[config.mk]
export PLATFORM = sky130hd
export DESIGN_NAME = video_pattern_gen
export DESIGN_NICKNAME = d
export VERILOG_FILES = /design/src/rtl/video_pkg.sv /design/src/rtl/video_timing_counter.sv /design/src/rtl/video_pattern_gen.sv
export SDC_FILE = /design/constraint.sdc
export NUM_CORES = 1
export LEC_CHECK = 0
export CAP_MARGIN = 0
export CORE_MARGIN = 2
export CORE_UTILIZATION = 45
export CTS_BUF_LIST = sky130_fd_sc_hd__clkbuf_4 sky130_fd_sc_hd__clkbuf_8
export DETAILED_ROUTE_END_ITERATION = 16
export DONT_BUFFER_PORTS = 1
export HOLD_SLACK_MARGIN = 0.06
export PLACE_DENSITY = 0.65
export SLEW_MARGIN = 15
export SYNTH_ARGS = -nofsm -noshare
export SYNTH_HDL_FRONTEND = slang
export SYNTH_SLANG_ARGS = --single-unit
[constraint.sdc]
create_clock -name clk -period 2.85 [get_ports clk]
set_input_delay 0.4275 -clock clk [delete_from_list [all_inputs] [get_ports clk]]
set_output_delay 0.4275 -clock clk [all_outputs]
set_load 0.02 [all_outputs]
[src/rtl/video_pkg.sv]
// Shared definitions for the pixel-stream video blocks: pattern encodings,
// the RGB payload and the colour-bar palette.
package video_pkg;

    typedef enum logic [1:0] {
        PAT_BARS   = 2'd0,
        PAT_RAMP   = 2'd1,
        PAT_CHECK  = 2'd2,
        PAT_SCROLL = 2'd3
    } pat_e;

    typedef struct packed {
        logic [7:0] red;
        logic [7:0] green;
        logic [7:0] blue;
    } rgb_t;

    localparam int unsigned NUM_BARS = 8;
    localparam rgb_t        RGB_WHITE = 24'hFFFFFF;
    localparam rgb_t        RGB_BLACK = 24'h000000;

    // Index 0 is the leftmost bar (white), index 7 the rightmost (black).
    localparam rgb_t [NUM_BARS-1:0] BAR_COLORS = {
        24'h000000, 24'h0000FF, 24'hFF0000, 24'hFF00FF,
        24'h00FF00, 24'h00FFFF, 24'hFFFF00, 24'hFFFFFF
    };

endpackage

[src/rtl/video_timing_counter.sv]
// Raster h/v counters with raw (combinational) active, sync and frame markers.
// Shared by the pattern generator and stream checkers.
module video_timing_counter
    import video_pkg::*;
#(
    parameter int unsigned H_ACTIVE = 1280,
    parameter int unsigned H_FP     = 110,
    parameter int unsigned H_SYNC   = 40,
    parameter int unsigned H_BP     = 220,
    parameter int unsigned V_ACTIVE = 720,
    parameter int unsigned V_FP     = 5,
    parameter int unsigned V_SYNC   = 5,
    parameter int unsigned V_BP     = 20,
    localparam int unsigned H_TOTAL = H_ACTIVE + H_FP + H_SYNC + H_BP,
    localparam int unsigned V_TOTAL = V_ACTIVE + V_FP + V_SYNC + V_BP,
    localparam int unsigned HW      = $clog2(H_TOTAL),
    localparam int unsigned VW      = $clog2(V_TOTAL)
) (
    input  logic          clk,
    input  logic          rst,
    output logic [HW-1:0] h,
    output logic [VW-1:0] v,
    output logic          active_c,
    output logic          hs_c,
    output logic          vs_c,
    output logic          line_end_c,
    output logic          frame_start_c,
    output logic          frame_end_c
);

    logic last_line;

    assign line_end_c    = (h == HW'(H_TOTAL - 1));
    assign last_line     = (v == VW'(V_TOTAL - 1));
    assign frame_start_c = (h == '0) && (v == '0);
    assign frame_end_c   = line_end_c && last_line;
    assign active_c      = (h < HW'(H_ACTIVE)) && (v < VW'(V_ACTIVE));
    assign hs_c          = (h >= HW'(H_ACTIVE + H_FP)) && (h < HW'(H_ACTIVE + H_FP + H_SYNC));
    assign vs_c          = (v >= VW'(V_ACTIVE + V_FP)) && (v < VW'(V_ACTIVE + V_FP + V_SYNC));

    // Line counter wraps every H_TOTAL pixels and steps the frame counter.
    always_ff @(posedge clk or negedge rst) begin
        if (!rst) begin
            h <= '0;
            v <= '0;
        end else if (line_end_c) begin
            h <= '0;
            v <= last_line ? '0 : v + VW'(1);
        end else begin
            h <= h + HW'(1);
        end
    end

endmodule

[src/rtl/video_pattern_gen.sv]
// Test-pattern video source: full raster with dv/hs/vs and four selectable
// patterns; all outputs registered one cycle behind the counters.
module video_pattern_gen
    import video_pkg::*;
#(
    parameter int unsigned H_ACTIVE = 1280,
    parameter int unsigned H_FP     = 110,
    parameter int unsigned H_SYNC   = 40,
    parameter int unsigned H_BP     = 220,
    parameter int unsigned V_ACTIVE = 720,
    parameter int unsigned V_FP     = 5,
    parameter int unsigned V_SYNC   = 5,
    parameter int unsigned V_BP     = 20
) (
    input  logic       clk,
    input  logic       rst,
    input  logic [1:0] mode,
    output logic [7:0] tx_red,
    output logic [7:0] tx_green,
    output logic [7:0] tx_blue,
    output logic       tx_dv,
    output logic       tx_hs,
    output logic       tx_vs,
    output logic [7:0] frame_cnt
);

    localparam int unsigned H_TOTAL = H_ACTIVE + H_FP + H_SYNC + H_BP;
    localparam int unsigned V_TOTAL = V_ACTIVE + V_FP + V_SYNC + V_BP;
    localparam int unsigned HW      = $clog2(H_TOTAL);
    localparam int unsigned VW      = $clog2(V_TOTAL);
    localparam int unsigned BAR_W   = H_ACTIVE / NUM_BARS;
    localparam int unsigned BPW     = (BAR_W > 1) ? $clog2(BAR_W) : 1;

    logic [HW-1:0]  h;
    logic [VW-1:0]  v;
    logic           active_c;
    logic           hs_c;
    logic           vs_c;
    logic           line_end_c;
    logic           frame_start_c;
    logic           frame_end_c;

    pat_e           mode_q;
    pat_e           mode_eff_c;
    logic [2:0]     bar_cnt;
    logic [BPW-1:0] bar_pix;
    rgb_t           pix_c;
    logic [6:0]     h_col_c;
    logic           v_b4_c;

    video_timing_counter #(
        .H_ACTIVE (H_ACTIVE),
        .H_FP     (H_FP),
        .H_SYNC   (H_SYNC),
        .H_BP     (H_BP),
        .V_ACTIVE (V_ACTIVE),
        .V_FP     (V_FP),
        .V_SYNC   (V_SYNC),
        .V_BP     (V_BP)
    ) u_timing (
        .clk           (clk),
        .rst           (rst),
        .h             (h),
        .v             (v),
        .active_c      (active_c),
        .hs_c          (hs_c),
        .vs_c          (vs_c),
        .line_end_c    (line_end_c),
        .frame_start_c (frame_start_c),
        .frame_end_c   (frame_end_c)
    );

    // Counter bits above the counter width read as zero.
    assign h_col_c = 7'(32'(h) >> 4);
    assign v_b4_c  = 1'(32'(v) >> 4);

    // Bar index tracks h without a divider; the last bar absorbs the remainder.
    always_ff @(posedge clk or negedge rst) begin
        if (!rst) begin
            bar_cnt <= '0;
            bar_pix <= '0;
        end else if (line_end_c) begin
            bar_cnt <= '0;
            bar_pix <= '0;
        end else if (bar_pix == BPW'(BAR_W - 1)) begin
            bar_pix <= '0;
            if (bar_cnt != 3'd7) begin
                bar_cnt <= bar_cnt + 3'd1;
            end
        end else begin
            bar_pix <= bar_pix + BPW'(1);
        end
    end

    // The frame's first pixel already uses the mode sampled at frame start.
    always_comb begin
        pix_c      = RGB_BLACK;
        mode_eff_c = frame_start_c ? pat_e'(mode) : mode_q;
        if (active_c) begin
            case (mode_eff_c)
                PAT_BARS:   pix_c = BAR_COLORS[bar_cnt];
                PAT_RAMP:   pix_c = {8'(h), 8'(h), 8'(h)};
                PAT_CHECK:  pix_c = (h_col_c[0] ^ v_b4_c) ? RGB_WHITE : RGB_BLACK;
                PAT_SCROLL: pix_c = (h_col_c == 7'(frame_cnt)) ? RGB_WHITE : RGB_BLACK;
            endcase
        end
    end

    always_ff @(posedge clk or negedge rst) begin
        if (!rst) begin
            tx_red    <= '0;
            tx_green  <= '0;
            tx_blue   <= '0;
            tx_dv     <= 1'b0;
            tx_hs     <= 1'b0;
            tx_vs     <= 1'b0;
            frame_cnt <= '0;
            mode_q    <= PAT_BARS;
        end else begin
            tx_red   <= pix_c.red;
            tx_green <= pix_c.green;
            tx_blue  <= pix_c.blue;
            tx_dv    <= active_c;
            tx_hs    <= hs_c;
            tx_vs    <= vs_c;
            if (frame_start_c) begin
                mode_q <= pat_e'(mode);
            end
            if (frame_end_c) begin
                frame_cnt <= frame_cnt + 8'd1;
            end
        end
    end

endmodule

==> Word-level counts from Yosys, hierarchy flattened <==
Memory sizes are Yosys's and may differ from the RTL's.
Index checks and enable logic that the tools add are counted.
{ "totals": {"reg_bits": 69, "mem_bits_ro": 192, "input_bits": 4, "output_inout_bits": 35, "mem_count": 1} }
{ "mem_list": {"columns": ["memory", "words", "width", "read_ports", "rd_ports_with_merged_regs", "wr", "line_no", "source"], "rows": [
  ["(name not given)", 8, 24, 1, 0, 0, "video_pattern_gen.sv:101", "PAT_BARS: pix_c = BAR_COLORS[bar_cnt];"]
]} }
{ "classes": {"n_addsub": 5, "order_cmp": 7, "n_eq_ne": 8, "mux": 13, "n_bitwise": 1, "n_reduce_logical": 11} }
{ "op_table": {"columns": ["operator", "count"], "rows": [
  ["2-to-1 mux 24 bit", 4],
  ["case mux 24 bit (4 select lines)", 1],
  ["< comparator 11 bit, second input constant", 2],
  ["< comparator 10 bit, second input constant", 2],
  ["adder 8 x 1 -> 8 bit, second input constant", 2],
  ["2-to-1 mux 8 bit", 2],
  ["adder 11 x 1 -> 11 bit, second input constant", 1],
  ["== test 11 bit, second input constant", 1],
  [">= comparator 11 bit, second input constant", 1],
  ["zero test 11 bit", 1],
  ["2-to-1 mux 11 bit", 1],
  ["adder 10 x 1 -> 10 bit, second input constant", 1],
  ["== test 10 bit, second input constant", 1],
  [">= comparator 10 bit, second input constant", 1],
  ["zero test 10 bit", 1],
  ["2-to-1 mux 10 bit", 1],
  ["2-to-1 mux 3 bit", 3],
  ["== test 8 bit, second input constant", 1],
  ["== test 7 bit", 1],
  ["logical AND 1 bit", 5],
  ["== test 2 bit, second input constant", 2],
  ["< comparator 3 x 4 -> 1 bit, second input constant", 1],
  ["nonzero test 2 bit", 2],
  ["adder 3 x 1 -> 3 bit, second input constant", 1],
  ["6 further kinds", 6]
]} }

==> Logic depth before layout (Yosys ltp) <==
{ "logic_depth": {"ltp_word": 6, "ltp_mapped": 9, "depth_no_buf": 8} }

==> By module <==
From an unflattened synthesis, not the netlist that was laid out.
{ "hier_totals": {"hier_cells": 333, "area_unflattened_um2": 3389.5} }
{ "by_module_without_submodules": {"columns": ["module", "instances", "cells_each", "area_each_um2", "seq_area_each_um2"], "rows": [
  ["video_pattern_gen", 1, 186, 2040.7, 1201.2],
  ["video_timing_counter", 1, 147, 1348.8, 525.5]
]} }

==> Worst setup path before layout <==
Ideal clock, no wire load.
{ "synth_timing": {"kind": "reg2reg", "startpoint": "register u_timing.h[7]", "endpoint": "register tx_blue[0]", "setup_ns": 0.127, "t_arrival_ns": 2.395, "t_required_ns": 2.723, "setup_slack_ns": 0.328, "path_stages_with_launch": 8, "period_less_slack_ns": 2.522, "path_cell_list": "dfrtp_1 -> buf_6 -> or4_4 -> nor4_1 -> mux2_2 -> a211oi_4 -> buf_6 -> a21oi_1"} }
{ "synth_rtl": {"columns": ["item", "line_no", "source"], "rows": [
  ["start: declaration", "video_timing_counter.sv:21", "output logic [HW-1:0] h,"],
  ["start signal: assignment", "video_timing_counter.sv:50", "h <= h + HW'(1);"],
  ["end signal: assignment", "video_pattern_gen.sv:122", "tx_blue <= pix_c.blue;"],
  ["end: declaration", "video_pattern_gen.sv:20", "output logic [7:0] tx_blue,"]
]} }

==> run_results.csv <==
group,metric,value,unit
cts,cts_htree_levels,3,
sta,final.setup.tns,0,ps
logic_synthesis,synthCells,315,
logic_synthesis,post-synth-top-count-cell,"dfrtp_1",
power,power_frac_clock,41.9,%
critical_path,crit_type,"reg2reg",
finish,drive_above_1_share,11.59,%
placed_design,numPlacedInstances,409,
finish,diodes,0,
power,swShare,24.88,%
placed_design,place_ws,181.5,ps
worst_hold_path,hold_class,"in2reg",
cts,cts_tree,"done",
cts,clkSinkCount,69,
global_routing,antenna_found_initial,0,
finish,finish.net_count,338,
logic_synthesis,synthArstFlopShare,100.0,%
worst_hold_path,min_path_cells,1,
critical_path,path_max_fanout,24,
sta,setup_viol,0,
cts,clock_latency,350,ps
floorplan,die-width,89.26,um
critical_path,cp-start-kind,"flop",
global_routing,track_usage,17.43,%
critical_path,slowest_stage,"nor4_1",
logic_synthesis,ys_types,41,
global_routing,grt_pass1_vias,2196,
sta,fin_crit_sh,94.95,%
finish,syn_to_final_growth,10.29,%
routing,firstDrtPassIters,4,
critical_path,reg2reg_slack,140,ps
routing,viasPerCell,5.382,
power,peakVddDrop,0.0001899,V
finish,fin_area,3607,um2
routing,drt_iter0_drc,90,
critical_path,cp_cell_sequence,"or4_4 -> nor4_1 -> mux2_2 -> a211oi_4 -> buf_4 -> a21oi_1",
sta,finClkSkew,5.888,ps
finish,instances_no_fill,427,
routing,wl_per_cell,14.86,um
floorplan,rows,31,
critical_path,cpPeakStageDelay,580,ps
logic_synthesis,synth_top_area_cell,"dfrtp_1",
logic_synthesis,syn_area_per_cell,10.38,um2
logic_synthesis,yosys_warnings,0,
global_routing,grt_first_pass_wirelength,10.60,mm
worst_hold_path,min_from,"mode[0]",
critical_path,crit_required,3080,ps
critical_path,cp-end-kind,"flop",
power,p_int,0.001431,W
sta,max_freq,369.5,MHz
power,sequentialPowerShare,55.1,%
status,status,"complete, no violations",
job,drv_cap,0,
logic_synthesis,synth_fp_nets,330,
logic_synthesis,yosysSeqAreaShare,52.79,%
routing,vias,2298,
global_routing,grt-ovfl-total,0,
routing,ant_nets,0,
power,p_leak,1.585,nW
critical_path,rr_worst_depth,6,
logic_synthesis,netlist_area,3271,um2
routing,drc,0,
placed_design,gp_congestion,0.8699,
critical_path,cp.arrival,2930,ps
sta,hold_viol_final,0,
global_routing,grt_max_degree,70,
sta,setup_ws,143.9,ps
placed_design,hpwl,4.420,mm
placed_design,port_buffers,0,
floorplan,die_y,89.26,um
cts,clk_pin_slew,80,ps
floorplan,io_pins,39,
floorplan,coreArea,7137,um2
routing,postRouteWirelength,6.346,mm
logic_synthesis,ys_ff_latch,69,
cts,clock-root-buffer,"clkbuf_8",
logic_synthesis,synthFlopType,"dfrtp_1",
power,power.density,528.0,nW/um2
logic_synthesis,ys_top_cells_by_area,"dfrtp_1, xor2_1, a21oi_1",
logic_synthesis,synth_edf_count,0,
cts,cts_buffers,9,
critical_path,timing.rr.start,"u_timing.h[3]",
logic_synthesis,netlist.area_leader.share,52.79,%
finish,final_core_util,50.54,%
critical_path,rr_endpoint,"tx_blue[2]",
power,p_sw,0.0004738,W
cts,cts_buffer_depth,2,
worst_hold_path,min_to,"mode_q[0]",
sta,relSlewSlack,59.00,%
logic_synthesis,synth_common_cells,"dfrtp_1, a21oi_1, nor2_1",
sta,post-route-min-period,2706,ps
sta,slew_violations,0,
floorplan,start_util,45.83,%
power,power.share.combinational,3.1,%
sta,rsz0062_at_grt,"false",
placed_design,place_area,3371,um2
sta,worst_slew_pin_slew,609.4,ps
floorplan,dieArea,7966,um2
## logic make-up after synthesis
logic type                 Yosys count  synth area share, %
AOI/OAI and AO/OA                   59                10.90
xor gates and xnor gates            30                8.034
adders and majority gates           11                4.208
buffers and inverters               23                3.825
DFF                                 69                52.79
muxes                                5                1.645
and+or+nand+nor                    118                18.59
## flip-flops by register name (all words and copies together) (netlist names)
signal and count:
u_timing.v 10, bar_pix 8, tx_red 8, tx_blue 8, u_timing.h 11, mode_q 2, frame_cnt 8, bar_cnt 3
tx_green 8, tx_hs 1, tx_vs 1, tx_dv 1
## area by class of cell
type                       count  area [um2]
tap                           99       123.9
fill                         649        3530
sequential                    69        1727
clock inverter                 7       75.07
clock buffer                   9       123.9
multi-input combinational    223        1419
inverter                       9       33.78
timing repair buffer          11       105.1
## worst max-delay path by stage
stage                  startpoint          end  slack (ps)  cells after the start
floorplan           u_timing.h[7]   tx_blue[0]         330                      7
global placement    u_timing.h[3]    tx_red[6]         260                      6
finish              u_timing.h[3]   tx_blue[2]         140                      6
global route        u_timing.h[3]    tx_red[6]          40                      6
CTS                 u_timing.h[3]    tx_red[6]         160                      6
detailed placement  u_timing.h[3]  tx_green[2]         180                      6
## layer usage
layer / track usage, % / wire [um] / up-vias / share of wire [%]
li1: - / - / 1098 / -
met1: 23.17 / 2969 / 1140 / 47
met2: 27.07 / 3013 / 52 / 47
met3: 4.155 / 265 / 8 / 4.2
met4: 7.734 / 97 / 0 / 1.5
met5: 0 / 0 / - / 0
## power by group through the flow
stage	Sequential [W]	Clock, W	Combinational (W)
final	0.00105	0.000798	0.0000581
after global routing	0.00105	0.000859	0.0000680
after CTS	0.00105	0.000813	0.0000590
after detailed placement	0.00107	0	0.0000339
after global placement	0.00107	0	0.0000326
after floorplan	0.00107	0	0.0000324
## metrics by stage
stage                     hold WS (ps)  power, W
final                            234.6  0.001905
after global routing             219.1  0.001980
after CTS                        224.4  0.001922
after detailed placement         133.3  0.001103
after global placement           133.2  0.001102
after floorplan                  131.9  0.001098
## worst max-delay path: cells and delay by family, from the launching register on
kind            cells  cell delay (ps)
compound gates      2              260
simple gates        2             1120
mux                 1              460
flops               1              460
buf+inv             1              280
## placed cells by master, fill, tap and decap left out, types with 2 or more instances in the layout
master	n
a21o_1	3
a21oi_1	30
and2_1	3
and3_1	4
buf_4	9
clkbuf_8	9
clkinvlp_4	3
dfrtp_1	69
ha_1	11
inv_1	9
mux2_2	3
mux2i_1	2
nand2_1	27
nand2b_1	4
nand3_1	15
nand3b_1	2
nand4_1	6
nand4b_1	2
nor2_1	30
nor2b_1	2
nor3_1	4
nor3_2	2
nor4_1	6
o21ai_0	15
o31ai_1	4
or3_1	3
or4_1	2
or4_4	2
xnor2_1	12
xor2_1	18
## timing repair
action,4_1_cts,5_1_grt
buffers inserted,0,0
hold endpoints to repair,69,0
hold buffers,2,0
resized for setup,0,0
(Power assumes the default switching activity.)
